===== src/rtl/iq_page_streamer_if.sv =====
// iq_page_streamer byte channel toward the USB FIFO writer.
// A byte moves on a cycle where tx_valid and tx_ready are both high.
interface iq_page_streamer_if;
  logic [7:0] tx_data;
  logic       tx_valid;
  logic       tx_ready;

  modport master (
    output tx_data,
    output tx_valid,
    input  tx_ready
  );

  modport slave (
    input  tx_data,
    input  tx_valid,
    output tx_ready
  );
endinterface


===== src/rtl/iq_page_streamer.sv =====
// iq_page_streamer: packs completed adc_ram pages into framed USB byte packets.
// Define IQ_STREAM_CHECKSUM_EN to append an XOR checksum trailer byte.
module iq_page_streamer #(
  parameter logic [7:0] SYNC = 8'h7E
) (
  input  logic                usb_clock,
  input  logic                m_reset,
  input  logic                stream_en,
  input  logic                page_sel,
  output logic [7:0]          ram_rd_addr,
  input  logic [47:0]         ram_rd_data,
  input  logic                clip,
  iq_page_streamer_if.master  tx,
  output logic                overrun
);

`ifdef IQ_STREAM_CHECKSUM_EN
  typedef enum logic [1:0] {
    IDLE, HDR, PAYLOAD, TRAIL
  } state_t;
`else
  typedef enum logic [1:0] {
    IDLE, HDR, PAYLOAD
  } state_t;
`endif

  state_t      state;
  logic [2:0]  psync;
  logic        pg_edge;
  logic        pend;
  logic        pend_pg;
  logic        pg;
  logic        drop;
  logic        clip_seen;
  logic [7:0]  seq;
  logic [1:0]  hcnt;
  logic [2:0]  bcnt;
  logic [6:0]  wcnt;
  logic        last_out;
`ifdef IQ_STREAM_CHECKSUM_EN
  logic [7:0]  csum;
`endif

  logic [7:0]  ridx;
  logic [2:0]  sh;
  logic [47:0] fifo [4];
  logic [1:0]  wp;
  logic [1:0]  rp;
  logic [2:0]  fcnt;
  logic [2:0]  inflight;
  logic [47:0] head;

  logic        load;
  logic        fin;
  logic        start;
  logic        idle_drop;
  logic        drop_ev;
  logic        issue;
  logic        emit;
  logic        fifo_pop;
  logic        flags_ld;
  logic [7:0]  nxt_byte;

  assign pg_edge   = psync[1] ^ psync[2];
  assign load      = !tx.tx_valid || tx.tx_ready;
  assign fin       = last_out && tx.tx_valid && tx.tx_ready;
  assign start     = stream_en && pend && (state == IDLE || fin);
  assign idle_drop = (state == IDLE) && !stream_en;
  assign drop_ev   = pg_edge && pend && !start && !idle_drop;
  assign inflight  = {2'b0, sh[0]} + {2'b0, sh[1]} + {2'b0, sh[2]};
  assign head      = fifo[rp];
  assign issue     = (state == HDR || state == PAYLOAD) && !ridx[7]
                     && ((fcnt + inflight) < 3'd4);

  // Select the next byte to load into the output register.
  always_comb begin
    emit     = 1'b0;
    fifo_pop = 1'b0;
    flags_ld = 1'b0;
    nxt_byte = 8'h00;
    unique case (state)
      HDR: begin
        emit = load;
        unique case (hcnt)
          2'd0:    nxt_byte = SYNC;
          2'd1:    nxt_byte = SYNC;
          2'd2:    nxt_byte = seq;
          default: nxt_byte = {6'b0, drop, clip_seen};
        endcase
        flags_ld = load && (hcnt == 2'd3);
      end
      PAYLOAD: begin
        if (!last_out && fcnt != 3'd0) begin
          emit     = load;
          fifo_pop = load && (bcnt == 3'd5);
          unique case (bcnt)
            3'd0:    nxt_byte = head[47:40];
            3'd1:    nxt_byte = head[39:32];
            3'd2:    nxt_byte = head[31:24];
            3'd3:    nxt_byte = head[23:16];
            3'd4:    nxt_byte = head[15:8];
            default: nxt_byte = head[7:0];
          endcase
        end
      end
`ifdef IQ_STREAM_CHECKSUM_EN
      TRAIL: begin
        emit     = load && !last_out;
        nxt_byte = csum;
      end
`endif
      default: ;
    endcase
  end

  // Two-flop synchroniser plus one delayed copy for edge detection.
  always_ff @(posedge usb_clock or negedge m_reset) begin
    if (!m_reset) begin
      psync <= 3'b000;
    end else begin
      psync <= {psync[1:0], page_sel};
    end
  end

  // Single pending-page slot, overrun pulse and sticky header flags.
  always_ff @(posedge usb_clock or negedge m_reset) begin
    if (!m_reset) begin
      pend      <= 1'b0;
      pend_pg   <= 1'b0;
      overrun   <= 1'b0;
      drop      <= 1'b0;
      clip_seen <= 1'b0;
    end else begin
      overrun <= drop_ev;
      if (idle_drop) begin
        pend <= 1'b0;
      end else if (pg_edge) begin
        pend    <= 1'b1;
        pend_pg <= ~psync[1];
      end else if (start) begin
        pend <= 1'b0;
      end
      drop      <= (drop && !flags_ld) || drop_ev;
      clip_seen <= (clip_seen && !flags_ld) || (clip && stream_en);
    end
  end

  // Packet FSM with the registered byte output.
  always_ff @(posedge usb_clock or negedge m_reset) begin
    if (!m_reset) begin
      state       <= IDLE;
      seq         <= 8'h00;
      pg          <= 1'b0;
      hcnt        <= 2'd0;
      bcnt        <= 3'd0;
      wcnt        <= 7'd0;
      last_out    <= 1'b0;
      tx.tx_data  <= 8'h00;
      tx.tx_valid <= 1'b0;
`ifdef IQ_STREAM_CHECKSUM_EN
      csum        <= 8'h00;
`endif
    end else begin
      if (load) begin
        tx.tx_valid <= emit;
        if (emit) tx.tx_data <= nxt_byte;
      end
      if (fin) begin
        last_out <= 1'b0;
        seq      <= seq + 8'd1;
      end
`ifdef IQ_STREAM_CHECKSUM_EN
      if (emit) csum <= csum ^ nxt_byte;
`endif
      if (start) begin
        state <= HDR;
        pg    <= pend_pg;
        hcnt  <= 2'd0;
        bcnt  <= 3'd0;
        wcnt  <= 7'd0;
`ifdef IQ_STREAM_CHECKSUM_EN
        csum  <= 8'h00;
`endif
      end else if (fin) begin
        state <= IDLE;
      end else begin
        unique case (state)
          HDR: begin
            if (emit) begin
              hcnt <= hcnt + 2'd1;
              if (hcnt == 2'd3) state <= PAYLOAD;
            end
          end
          PAYLOAD: begin
            if (emit) begin
              if (bcnt == 3'd5) begin
                bcnt <= 3'd0;
                wcnt <= wcnt + 7'd1;
                if (wcnt == 7'd127) begin
`ifdef IQ_STREAM_CHECKSUM_EN
                  state <= TRAIL;
`else
                  last_out <= 1'b1;
`endif
                end
              end else begin
                bcnt <= bcnt + 3'd1;
              end
            end
          end
`ifdef IQ_STREAM_CHECKSUM_EN
          TRAIL: begin
            if (emit) last_out <= 1'b1;
          end
`endif
          default: ;
        endcase
      end
    end
  end

  // RAM read issue, latency tracking and word FIFO bookkeeping.
  always_ff @(posedge usb_clock or negedge m_reset) begin
    if (!m_reset) begin
      ram_rd_addr <= 8'h00;
      ridx        <= 8'h00;
      sh          <= 3'b000;
      wp          <= 2'd0;
      rp          <= 2'd0;
      fcnt        <= 3'd0;
    end else begin
      sh <= {sh[1:0], issue};
      if (start) begin
        ridx <= 8'h00;
        wp   <= 2'd0;
        rp   <= 2'd0;
        fcnt <= 3'd0;
      end else begin
        if (issue) begin
          ram_rd_addr <= {pg, ridx[6:0]};
          ridx        <= ridx + 8'd1;
        end
        if (sh[2]) wp <= wp + 2'd1;
        if (fifo_pop) rp <= rp + 2'd1;
        fcnt <= fcnt + {2'b0, sh[2]} - {2'b0, fifo_pop};
      end
    end
  end

  // Word storage; occupancy is tracked by the pointers above.
  always_ff @(posedge usb_clock) begin
    if (sh[2]) fifo[wp] <= ram_rd_data;
  end

endmodule


===== src/flat_wrapper.sv =====
// flat-port wrapper written by rule: the top's interface ports become plain ports
module iq_page_streamer_flat 
#(
  parameter logic [7:0] SYNC = 8'h7E
)
  (usb_clock, m_reset, stream_en, page_sel, ram_rd_addr, ram_rd_data, clip, overrun, tx_tx_data, tx_tx_valid, tx_tx_ready);
  iq_page_streamer_if tx_i ();
  input  logic usb_clock;
  input  logic m_reset;
  input  logic stream_en;
  input  logic page_sel;
  output logic [7:0] ram_rd_addr;
  input  logic [47:0] ram_rd_data;
  input  logic clip;
  output logic overrun;
  output wire logic [$bits(tx_i.tx_data)-1:0] tx_tx_data;
  output wire logic [$bits(tx_i.tx_valid)-1:0] tx_tx_valid;
  input wire logic [$bits(tx_i.tx_ready)-1:0] tx_tx_ready;
  assign tx_tx_data = tx_i.tx_data;
  assign tx_tx_valid = tx_i.tx_valid;
  assign tx_i.tx_ready = tx_tx_ready;
  iq_page_streamer #(.SYNC(SYNC)) u_core (.usb_clock(usb_clock), .m_reset(m_reset), .stream_en(stream_en), .page_sel(page_sel), .ram_rd_addr(ram_rd_addr), .ram_rd_data(ram_rd_data), .clip(clip), .tx(tx_i), .overrun(overrun));
endmodule

===== config.mk =====
export PLATFORM = sky130hd
export DESIGN_NAME = iq_page_streamer_flat
export DESIGN_NICKNAME = d
export VERILOG_FILES = /design/src/rtl/iq_page_streamer_if.sv /design/src/rtl/iq_page_streamer.sv /design/src/flat_wrapper.sv
export SDC_FILE = /design/constraint.sdc
export NUM_CORES = 1
export LEC_CHECK = 0
export ABC_AREA = 1
export BUFFER_PORTS_ARGS = -buffer_cell sky130_fd_sc_hd__clkbuf_2
export CAP_MARGIN = 15
export CORE_UTILIZATION = 50
export DETAILED_ROUTE_END_ITERATION = 7
export GPL_ROUTABILITY_DRIVEN = 0
export PLACE_DENSITY = 0.72
export SYNTH_ARGS = -nofsm -noshare
export SYNTH_HDL_FRONTEND = slang
export SYNTH_SLANG_ARGS = --single-unit

===== constraint.sdc =====
create_clock -name usb_clock -period 2.55 [get_ports usb_clock]
set_input_delay 0.1275 -clock usb_clock [delete_from_list [all_inputs] [get_ports usb_clock]]
set_output_delay 0.1275 -clock usb_clock [all_outputs]
set_load 0.1 [all_outputs]

==> results of run 1 <==
==> final cells by class <==
cell class                      count  area, µm²
Inverter                          158        593
Timing Repair Buffer              147       1180
Clock buffer                       30        708
Tap cell                          285        357
Clock inverter                     20        155
Sequential cell                   259       7440
Multi-Input combinational cell    693       3260
Fill cell                        1871       8880
==> logic make-up (layout without fill, tap and decap cells) <==
logic type | after synthesis | count (layout) | synth area share [%]
buffers and inverters | 200 | 355 | 6.92
AO/OA/AOI/OAI | 86 | 86 | 3.92
adder cells (fa/ha/maj) | 21 | 21 | 2.35
flip-flops | 259 | 259 | 64.7
XOR/XNOR | 16 | 16 | 1.22
AND/OR/NAND/NOR | 570 | 570 | 20.9
==> metrics by stage <==
| stage | instances | utilization [%] | area (µm²) |
|---|---|---|---|
| finish | 1592 | 60.7 | 13700 |
| global route | 1592 | 60.7 | 13700 |
| CTS | 1592 | 60.7 | 13700 |
| detailed placement | 1487 | 54.4 | 12300 |
| global placement | 1487 | 54.4 | 12300 |
| floorplan | 1152 | - | 11500 |
==> registers in the layout, indices dropped and copies added (netlist names) <==
signal / flops
u_core.sh: 3
u_core.clip_seen: 1
u_core.bcnt: 3
u_core.seq: 8
u_core.hcnt: 2
u_core.overrun: 1
u_core.wcnt: 7
u_core.tx.tx_data: 8
u_core.ridx: 8
u_core.pg: 1
u_core.last_out: 1
u_core.rp: 2
u_core.pend_pg: 1
u_core.state: 2
u_core.fifo: 192
u_core.wp: 2
u_core.drop: 1
u_core.fcnt: 3
u_core.psync: 3
u_core.pend: 1
u_core.tx.tx_valid: 1
u_core.ram_rd_addr: 8
==> synthesized netlist by cell type (2+ instances only) <==
| cell type | n |
|---|---|
| nor3_1 | 5 |
| inv_2 | 10 |
| dfrtp_1 | 67 |
| nor3_4 | 2 |
| edfxtp_1 | 192 |
| xor2_1 | 11 |
| nand4_1 | 11 |
| buf_2 | 24 |
| o21ai_1 | 24 |
| ha_1 | 20 |
| buf_6 | 2 |
| inv_1 | 147 |
| a21oi_1 | 35 |
| clkbuf_1 | 13 |
| nor2_1 | 75 |
| nand3_1 | 115 |
| xnor2_1 | 5 |
| nand2_1 | 353 |
| nor3_2 | 2 |
| buf_1 | 3 |
| o21ai_0 | 21 |
==> power by group through the flow <==
stage,clock [mW],sequential [mW],combinational [mW]
floorplan,0,4.64,0.00537
global placement,0,4.63,0.113
detailed placement,0,4.63,0.119
CTS,3.85,4.54,0.187
global route,4.02,4.54,0.205
finish,3.80,4.54,0.186
==> per-layer routing <==
layer	up-vias	share of wire, %	track usage (%)
li1	4019	-	-
met1	3874	43	29.3
met2	234	48	37.1
met3	56	5.8	2.87
met4	0	2.9	7.48
met5	-	0	0
==> path summary, 6_finish.rpt <==
kind	end	slack, ns	depth (start not counted)
setup / recovery	u_core.fcnt[2]$_DFF_PN0_	0.36	11
hold / removal	u_core.rp[1]$_DFFE_PN0P_	0.12	3
setup reg to reg	u_core.fcnt[2]$_DFF_PN0_	0.36	11
hold reg to reg	u_core.psync[1]$_DFF_PN0_	0.36	0
max in group asynchronous	u_core.ridx[4]$_DFFE_PN0P_	1.71	3
min in group usb_clock	u_core.psync[0]$_DFF_PN0_	0.23	2
==> worst max-delay path, delay by kind of cell, from the launching register on <==
family,cells,cell delay [ns]
fa+ha+maj,4,0.96
xor+xnor,1,0.16
flops,1,0.40
buf+inv,3,0.20
simple gates,3,0.36
==> summary.txt, run 1 <==
STA
  • Final hold violations: 0
  • RSZ-0062 raised after global routing: no
  • Setup ws final: 0.360 ns
  • Final Cycle Share: 85.9%
  • Worst hold slack: 0.124 ns
  • Setup Skew: 0.0385 ns
  • Final setup TNS: 0 ns
  • Max Slew Vio Count: 0
  • Max-Slew Margin vs Limit: 57.2%
  • Final setup violation count: 0
  • Fin crit period: 2.19 ns
  • Fmax: 457 MHz
  • Worst Tran Pin Value: 0.639 ns

CTS
  • Skew-Pair Late Insertion Delay: 0.57 ns
  • CTS clock-pin slew for the worst setup and hold paths: 0.06 ns
  • Hold_buf cts: 55
  • Max Buffers Root-to-Sink: 3
  • # Post-CTS Setup Buffers: 0
  • TritonCTS clock tree: yes
  • Cts bufs inserted: 28
  • Num Clock Sinks: 259
  • CTS H-tree depth: 1
  • Post_cts resized: 0
  • Clock root cell: clkbuf_16

Layout
  • Share of cells above drive strength 1: 12.2%
  • Most common cell after layout, fill and taps aside: nand2_1
  • Synthesis-to-finish area growth: 19.1%
  • Nets: 1362
  • Most frequent cells in the layout: 353 x nand2_1, 192 x edfxtp_1, 143 x inv_1
  • Diodes inserted: 0

Route
  • Vias/cell: 5.14
  • Pre-Repair DR Iteration Count: 5
  • DRC: 0
  • 1st-iter DRT viols: 657
  • Routed len/inst: 15.8 µm
  • Post-route ant nets: 0
  • Vias: 8183
  • Routed WL: 25200 µm

Logic synthesis
  • Unique masters post-synth: 36
  • Share of the synthesized area in the top cell type: 50.1%
  • Yosys warns: 0
  • Share of the yosys chip area belonging to registers: 64.7%
  • FFs w/ async S/R, synth: 25.9%
  • Mapped cell area: 11500 µm²
  • Number of flops mapped to enable cells by yosys: 192
  • Cells after synthesis: 1152
  • Top cells by area, synth: edfxtp_1 50%, dfrtp_1 15%, nand2_1 12%
  • Syn_area_per_cell: 9.98 µm²
  • Post-Syn Nets: 1227
  • Area leader, netlist: edfxtp_1
  • Post-synthesis register bit count: 259
  • Top_reg_cell synth: edfxtp_1

Worst setup path
  • Delay of the slowest critical-path stage: 0.40 ns
  • Worst Setup End Kind: flop
  • RR Startpoint: u_core.state[0]$_DFFE_PN0P_
  • CP max-delay cell: dfrtp_1
  • CP required: 2.97 ns
  • Critical Path Fanout Max: 4
  • Startpoint Class: flop
  • Critical-path cell list: inv_1 -> ha_1 -> nand4_1 -> nor2_1 -> ha_1 -> inv_1 -> ha_1 -> inv_1 -> fa_1 -> xor2_1 -> nor2_1
  • CP Launch Point: u_core.state[0]$_DFFE_PN0P_
  • Arr. time, crit path: 2.61 ns
  • Crit Path Class: flop to flop

Floorplan
  • Initial Util: 50.9%
  • DIE AREA: 23600 µm²
  • # rows: 55
  • # IOs: 72
  • Die height: 154 µm
  • Die Wd: 154 µm
  • Placeable Area: 22600 µm²

Run status
  • Status: complete, no violations

Power
  • Switch share: 20.9%
  • Power consumption: 8.53 mW
  • Internal power: 6.75 mW
  • Clock power frac: 44.6%
  • Sequential power share: 53.3%
  • Max IR drop VDD: 0.571 mV
  • Sw Pwr: 1.78 mW
  • Comb power frac: 2.2%
  • Power per cell area: 623 nW/µm²
  • Pleak: 6.14 nW

Flow run
  • Max-cap violation count: 0

Global routing
  • Antenna violations before repair: 0
  • Number of global-route vias before repair: 8083
  • Largest net degree at the start of global routing: 98
  • Total grt overflow: 0
  • Total GRT Usage: 21.9%
  • First-pass GRT wire length: 41100 µm

Placement
  • Detailed placement HPWL: 15400 µm
  • Port Buf Inserts: 71
  • Dpl ws: 0.366 ns

Hold path
  • Hold Crit Class: input pin to async pin
Power figures use the tool's default switching activity.
==> inputs of run 2 (changes only) <==
- CORE_ASPECT_RATIO: not set -> 0.7
==> run 2 against run 1 <==
  * Critical path depth stayed put
  * Global-route usage is 0.22 points lower
  * Clock power is 4% lower
  * Critical path type unchanged
  * Combinational power is 3% lower
  * Sequential power hardly changed
  * Non-clock buffer count is 4 lower
  * Sequential cell count stayed put
==> summary.txt, run 2 (synthesis results as in run 1) <==
CTS
  • CTS H-tree depth: 1
  • TritonCTS clock tree: yes
  • Post_cts resized: 0
  • Num Clock Sinks: 259
  • CTS clock-pin slew for the worst setup and hold paths: 0.06 ns
  • Skew-Pair Late Insertion Delay: 0.52 ns
  • Max Buffers Root-to-Sink: 3
  • Clock root cell: clkbuf_16
  • Cts bufs inserted: 25

Route
  • Vias/cell: 5.02
  • Vias: 8088
  • DRC: 0
  • 1st-iter DRT viols: 570
  • Post-route ant nets: 0
  • Routed WL: 24500 µm
  • Pre-Repair DR Iteration Count: 5
  • Routed len/inst: 15.2 µm

STA
  • Fin crit period: 2.21 ns
  • Final Cycle Share: 86.7%
  • RSZ-0062 raised after global routing: no
  • Max Slew Vio Count: 0
  • Final setup TNS: 0 ns
  • Setup Skew: 0.00933 ns
  • Setup ws final: 0.339 ns
  • Max-Slew Margin vs Limit: 42.7%
  • Final setup violation count: 0
  • Worst Tran Pin Value: 0.859 ns
  • Final hold violations: 0
  • Fmax: 452 MHz

Power
  • Comb power frac: 2.2%
  • Switch share: 19.6%
  • Sequential power share: 54.2%
  • Pleak: 6.08 nW
  • Power per cell area: 615 nW/µm²
  • Internal power: 6.73 mW
  • Power consumption: 8.37 mW
  • Max IR drop VDD: 0.576 mV
  • Sw Pwr: 1.64 mW
  • Clock power frac: 43.6%

Placement
  • Count of placed standard cells including taps: 1512
  • Dpl ws: 0.347 ns
  • Port Buf Inserts: 71
  • Detailed placement HPWL: 14600 µm

Layout
  • Synthesis-to-finish area growth: 18.4%
  • Max reg flops: 192
  • Final non-filler cell total: 1611
  • Fin util: 60.2%
  • Nets: 1355
  • Biggest register: u_core.fifo
  • Most frequent cells in the layout: 353 x nand2_1, 192 x edfxtp_1, 143 x inv_1
  • Share of cells above drive strength 1: 11.9%
  • Diodes inserted: 0
  • Most common cell after layout, fill and taps aside: nand2_1

Global routing
  • Total GRT Usage: 21.7%
  • Antenna violations before repair: 0
  • First-pass GRT wire length: 39900 µm
  • Number of global-route vias before repair: 7888
  • Total grt overflow: 0
  • Largest net degree at the start of global routing: 98

Worst setup path
  • Critical Path Fanout Max: 4
  • CP required: 2.95 ns
  • CP max-delay cell: dfrtp_1
  • Critical-path cell list: inv_1 -> ha_1 -> nand4_1 -> nor2_1 -> ha_1 -> inv_1 -> ha_1 -> inv_1 -> fa_1 -> xor2_1 -> nor2_1
  • R2R Path End: u_core.fcnt[2]$_DFF_PN0_
  • R2R depth: 11
  • CP endpoint: u_core.fcnt[2]$_DFF_PN0_
  • RR Startpoint: u_core.state[0]$_DFFE_PN0P_
  • Startpoint Class: flop
  • Arr. time, crit path: 2.61 ns
  • Worst Setup End Kind: flop
  • CP Launch Point: u_core.state[0]$_DFFE_PN0P_
  • R2R Setup Slk: 0.34 ns
  • Delay of the slowest critical-path stage: 0.40 ns
  • Crit Path Class: flop to flop

Floorplan
  • DIE AREA: 23600 µm²
  • Die height: 129 µm
  • Initial Util: 50.8%
  • # IOs: 72
  • Die Wd: 183 µm
  • # rows: 46
  • Placeable Area: 22600 µm²

Hold path
  • Hold Crit Class: input pin to flop

Run status
  • Status: complete, no violations

Flow run
  • Max-cap violation count: 0
## run 2: changes by cell type in the layout (fill, tap and decap cells not counted), sizes merged
cell / delta
clkinv: -8
buf: -2
clkbuf: +2
dlygate4sd3: -2
bufinv: +1
clkinvlp: +1
## run 2: per-layer routing
metal,routed length [µm],track usage [%],up-vias
met5,0,0,-
met4,397,5.69,0
met1,11400,30.8,3811
li1,-,-,4014
met2,11300,35.5,230
met3,1380,3.26,33
## run 2: per-stage QoR
step	instance area, µm²	hold slack [ns]
3_5_place_dp	12300	0.238
3_3_place_gp	12300	0.235
5_1_grt	13600	0.0306
6_report	13600	0.0279
2_1_floorplan	11500	-0.168
4_1_cts	13600	0.0178
## run 2: area by class of cell
type | count | area [µm²]
fillers | 1831 | 9000
flip-flops and latches | 259 | 7440
multi-input cells | 693 | 3260
repair buffers | 143 | 1120
clock buffers | 32 | 684
inverters | 158 | 593
well taps | 312 | 390
clock inverters | 14 | 128
## run 2: worst min path at each step
stage / startpoint / to / slack [ns] / depth (start not counted)
after floorplan: m_reset / u_core.bcnt[0]$_DFFE_PN0P_ / -0.17 / 0
after global placement: page_sel / u_core.psync[0]$_DFF_PN0_ / 0.24 / 1
after detailed placement: page_sel / u_core.psync[0]$_DFF_PN0_ / 0.24 / 1
after CTS: stream_en / u_core.pend$_DFFE_PN0P_ / 0.02 / 4
after global routing: stream_en / u_core.pend$_DFFE_PN0P_ / 0.03 / 4
final: stream_en / u_core.pend$_DFFE_PN0P_ / 0.03 / 4
## run 2: what timing repair did
| action | in CTS | in global routing |
|---|---|---|
| endpoints found under the hold margin | 262 | 0 |
| setup buffers | 0 | 0 |
| hold buffers | 53 | 0 |
## run 2: power groups by stage
stage          Sequential (mW)  Clock, mW  Combinational, mW
2_1_floorplan             4.64          0            0.00537
3_3_place_gp              4.63          0              0.111
3_5_place_dp              4.63          0              0.115
4_1_cts                   4.54       3.72              0.180
5_1_grt                   4.54       3.89              0.198
6_report                  4.54       3.65              0.180
## run 2: worst max-delay path, delay by kind of cell (launching register included)
family | cells | cell delay [ns]
AND/OR/NAND/NOR | 3 | 0.36
XOR/XNOR | 1 | 0.16
flip-flops | 1 | 0.40
buffers and inverters | 3 | 0.20
adder cells (fa/ha/maj) | 4 | 0.97
==> inputs of run 3 (changes only) <==
- ABC_CLOCK_PERIOD_IN_PS: not set -> 2550
- PLACE_DENSITY: 0.72 -> not set
- PLACE_DENSITY_LB_ADDON: not set -> 0.08
==> run 3 against run 2 <==
  * The flow now finishes with violations (design-rule violations)
  * Worst hold slack improved by 0.17 ns
  * Cell count increased by 0.31%
  * Clock skew increased by 0.013 ns
  * Largest cell class unchanged
  * Highest routed layer unchanged
==> summary.txt, run 3 (synthesis results as in run 1) <==
Run status
  • Status: finished, violations left
  • Failing checks: design-rule violations

Power
  • Sw Pwr: 1.70 mW
  • Pleak: 6.10 nW
  • Max IR drop VDD: 0.544 mV
  • Power consumption: 8.42 mW
  • Power per cell area: 616 nW/µm²
  • Comb power frac: 2.2%
  • Sequential power share: 53.9%
  • Switch share: 20.1%
  • Internal power: 6.72 mW
  • Clock power frac: 43.9%

Global routing
  • First-pass GRT wire length: 40400 µm
  • Total GRT Usage: 22.3%
  • Antenna violations before repair: 1
  • Largest net degree at the start of global routing: 70
  • Total grt overflow: 0
  • Number of global-route vias before repair: 7557

Floorplan
  • # IOs: 72
  • Initial Util: 50.8%
  • Die height: 129 µm
  • Placeable Area: 22600 µm²
  • DIE AREA: 23600 µm²
  • Die Wd: 183 µm
  • # rows: 46

Worst setup path
  • Crit Path Class: flop to flop
  • Worst Setup End Kind: flop
  • R2R Setup Slk: 0.28 ns
  • CP required: 3.00 ns
  • Startpoint Class: flop
  • Arr. time, crit path: 2.72 ns
  • Critical Path Fanout Max: 4

Layout
  • Fin util: 60.4%
  • Nets: 1359
  • Multi-input logic area: 3260 µm²
  • Most common cell after layout, fill and taps aside: nand2_1
  • Max reg flops: 192
  • Diodes inserted: 0
  • Most frequent cells in the layout: 353 x nand2_1, 192 x edfxtp_1, 143 x inv_1
  • Register area: 7440 µm²
  • Biggest register: u_core.fifo
  • FILL cells: 1951
  • Share of cells above drive strength 1: 11.9%
  • Final non-filler cell total: 1616
  • Synthesis-to-finish area growth: 18.9%

CTS
  • Clock root cell: clkbuf_16
  • Num Clock Sinks: 259
  • # Post-CTS Setup Buffers: 0
  • Post_cts resized: 0
  • Cts bufs inserted: 26
  • CTS H-tree depth: 1
  • TritonCTS clock tree: yes
  • CTS clock-pin slew for the worst setup and hold paths: 0.06 ns
  • Skew-Pair Late Insertion Delay: 0.54 ns
  • Max Buffers Root-to-Sink: 3
  • Hold_buf cts: 54

Route
  • Vias/cell: 4.97
  • Routed WL: 25600 µm
  • Routed len/inst: 15.9 µm
  • DRC: 1
  • Pre-Repair DR Iteration Count: 8
  • 1st-iter DRT viols: 532
  • Post-route ant nets: 0
  • Vias: 8026

STA
  • Final setup violation count: 0
  • Fin crit period: 2.27 ns
  • Setup Skew: 0.0221 ns
  • Max Slew Vio Count: 0
  • Worst Tran Pin Value: 0.740 ns
  • Max-Slew Margin vs Limit: 50.7%
  • Final hold violations: 0
  • RSZ-0062 raised after global routing: no
  • Final setup TNS: 0 ns
  • Setup ws final: 0.285 ns
  • Fmax: 441 MHz
  • Final Cycle Share: 88.8%

Placement
  • Count of placed standard cells including taps: 1514
  • Port Buf Inserts: 71
  • Dpl ws: 0.295 ns
  • Detailed placement HPWL: 15800 µm

Hold path
  • Hold Crit Class: input pin to async pin

Flow run
  • Max-cap violation count: 0
run 3: through the flow:
step | hold WS, ns | instance area, µm²
final | 0.201 | 13700
after floorplan | -0.168 | 11500
after global placement | 0.232 | 12300
after global routing | 0.260 | 13700
after detailed placement | 0.241 | 12300
after CTS | 0.222 | 13700
run 3: final cells by class:
class | count | area share (%)
Clock inverter | 16 | 1.13
Timing Repair Buffer | 146 | 8.44
Multi-Input combinational cell | 693 | 23.9
Clock buffer | 32 | 4.92
Sequential cell | 259 | 54.5
Tap cell | 312 | 2.86
Inverter | 158 | 4.34
run 3: power by group through the flow:
stage          clock [mW]  sequential, mW  combinational [mW]
2_1_floorplan           0            4.64             0.00537
4_1_cts              3.78            4.54               0.186
6_report             3.69            4.54               0.186
3_5_place_dp            0            4.63               0.120
3_3_place_gp            0            4.63               0.117
5_1_grt              3.93            4.54               0.203
run 3: worst max-delay path, stage by stage (launching register included):
cell     delay (ns)
dfrtp_1        0.40
inv_1          0.09
ha_1           0.22
nand4_1        0.17
nor2_1         0.19
ha_1           0.26
inv_1          0.06
ha_1           0.13
inv_1          0.05
fa_1           0.37
xor2_1         0.17
nor2_1         0.10
run 3: worst paths after layout:
kind / end / start / cells after the start
max in group asynchronous: u_core.wcnt[6]$_DFFE_PN0P_ / m_reset / 3
worst min register to register: u_core.psync[1]$_DFF_PN0_ / u_core.psync[0]$_DFF_PN0_ / 0
worst min-delay path: u_core.ram_rd_addr[2]$_DFFE_PN0P_ / m_reset / 2
worst max-delay path: u_core.fcnt[2]$_DFF_PN0_ / u_core.state[0]$_DFFE_PN0P_ / 11
min in group usb_clock: u_core.psync[0]$_DFF_PN0_ / page_sel / 2
worst max register to register: u_core.fcnt[2]$_DFF_PN0_ / u_core.state[0]$_DFFE_PN0P_ / 11
run 3: metal layers:
metal | vias to the layer above | global-route usage (%) | part of all wire [%] | routed length [µm]
met1 | 3781 | 33.4 | 50 | 12700
met4 | 0 | 4.75 | 1.5 | 395
met3 | 31 | 3.26 | 5.3 | 1360
met5 | - | 0 | 0 | 0
li1 | 4024 | - | - | -
met2 | 190 | 34.7 | 44 | 11100
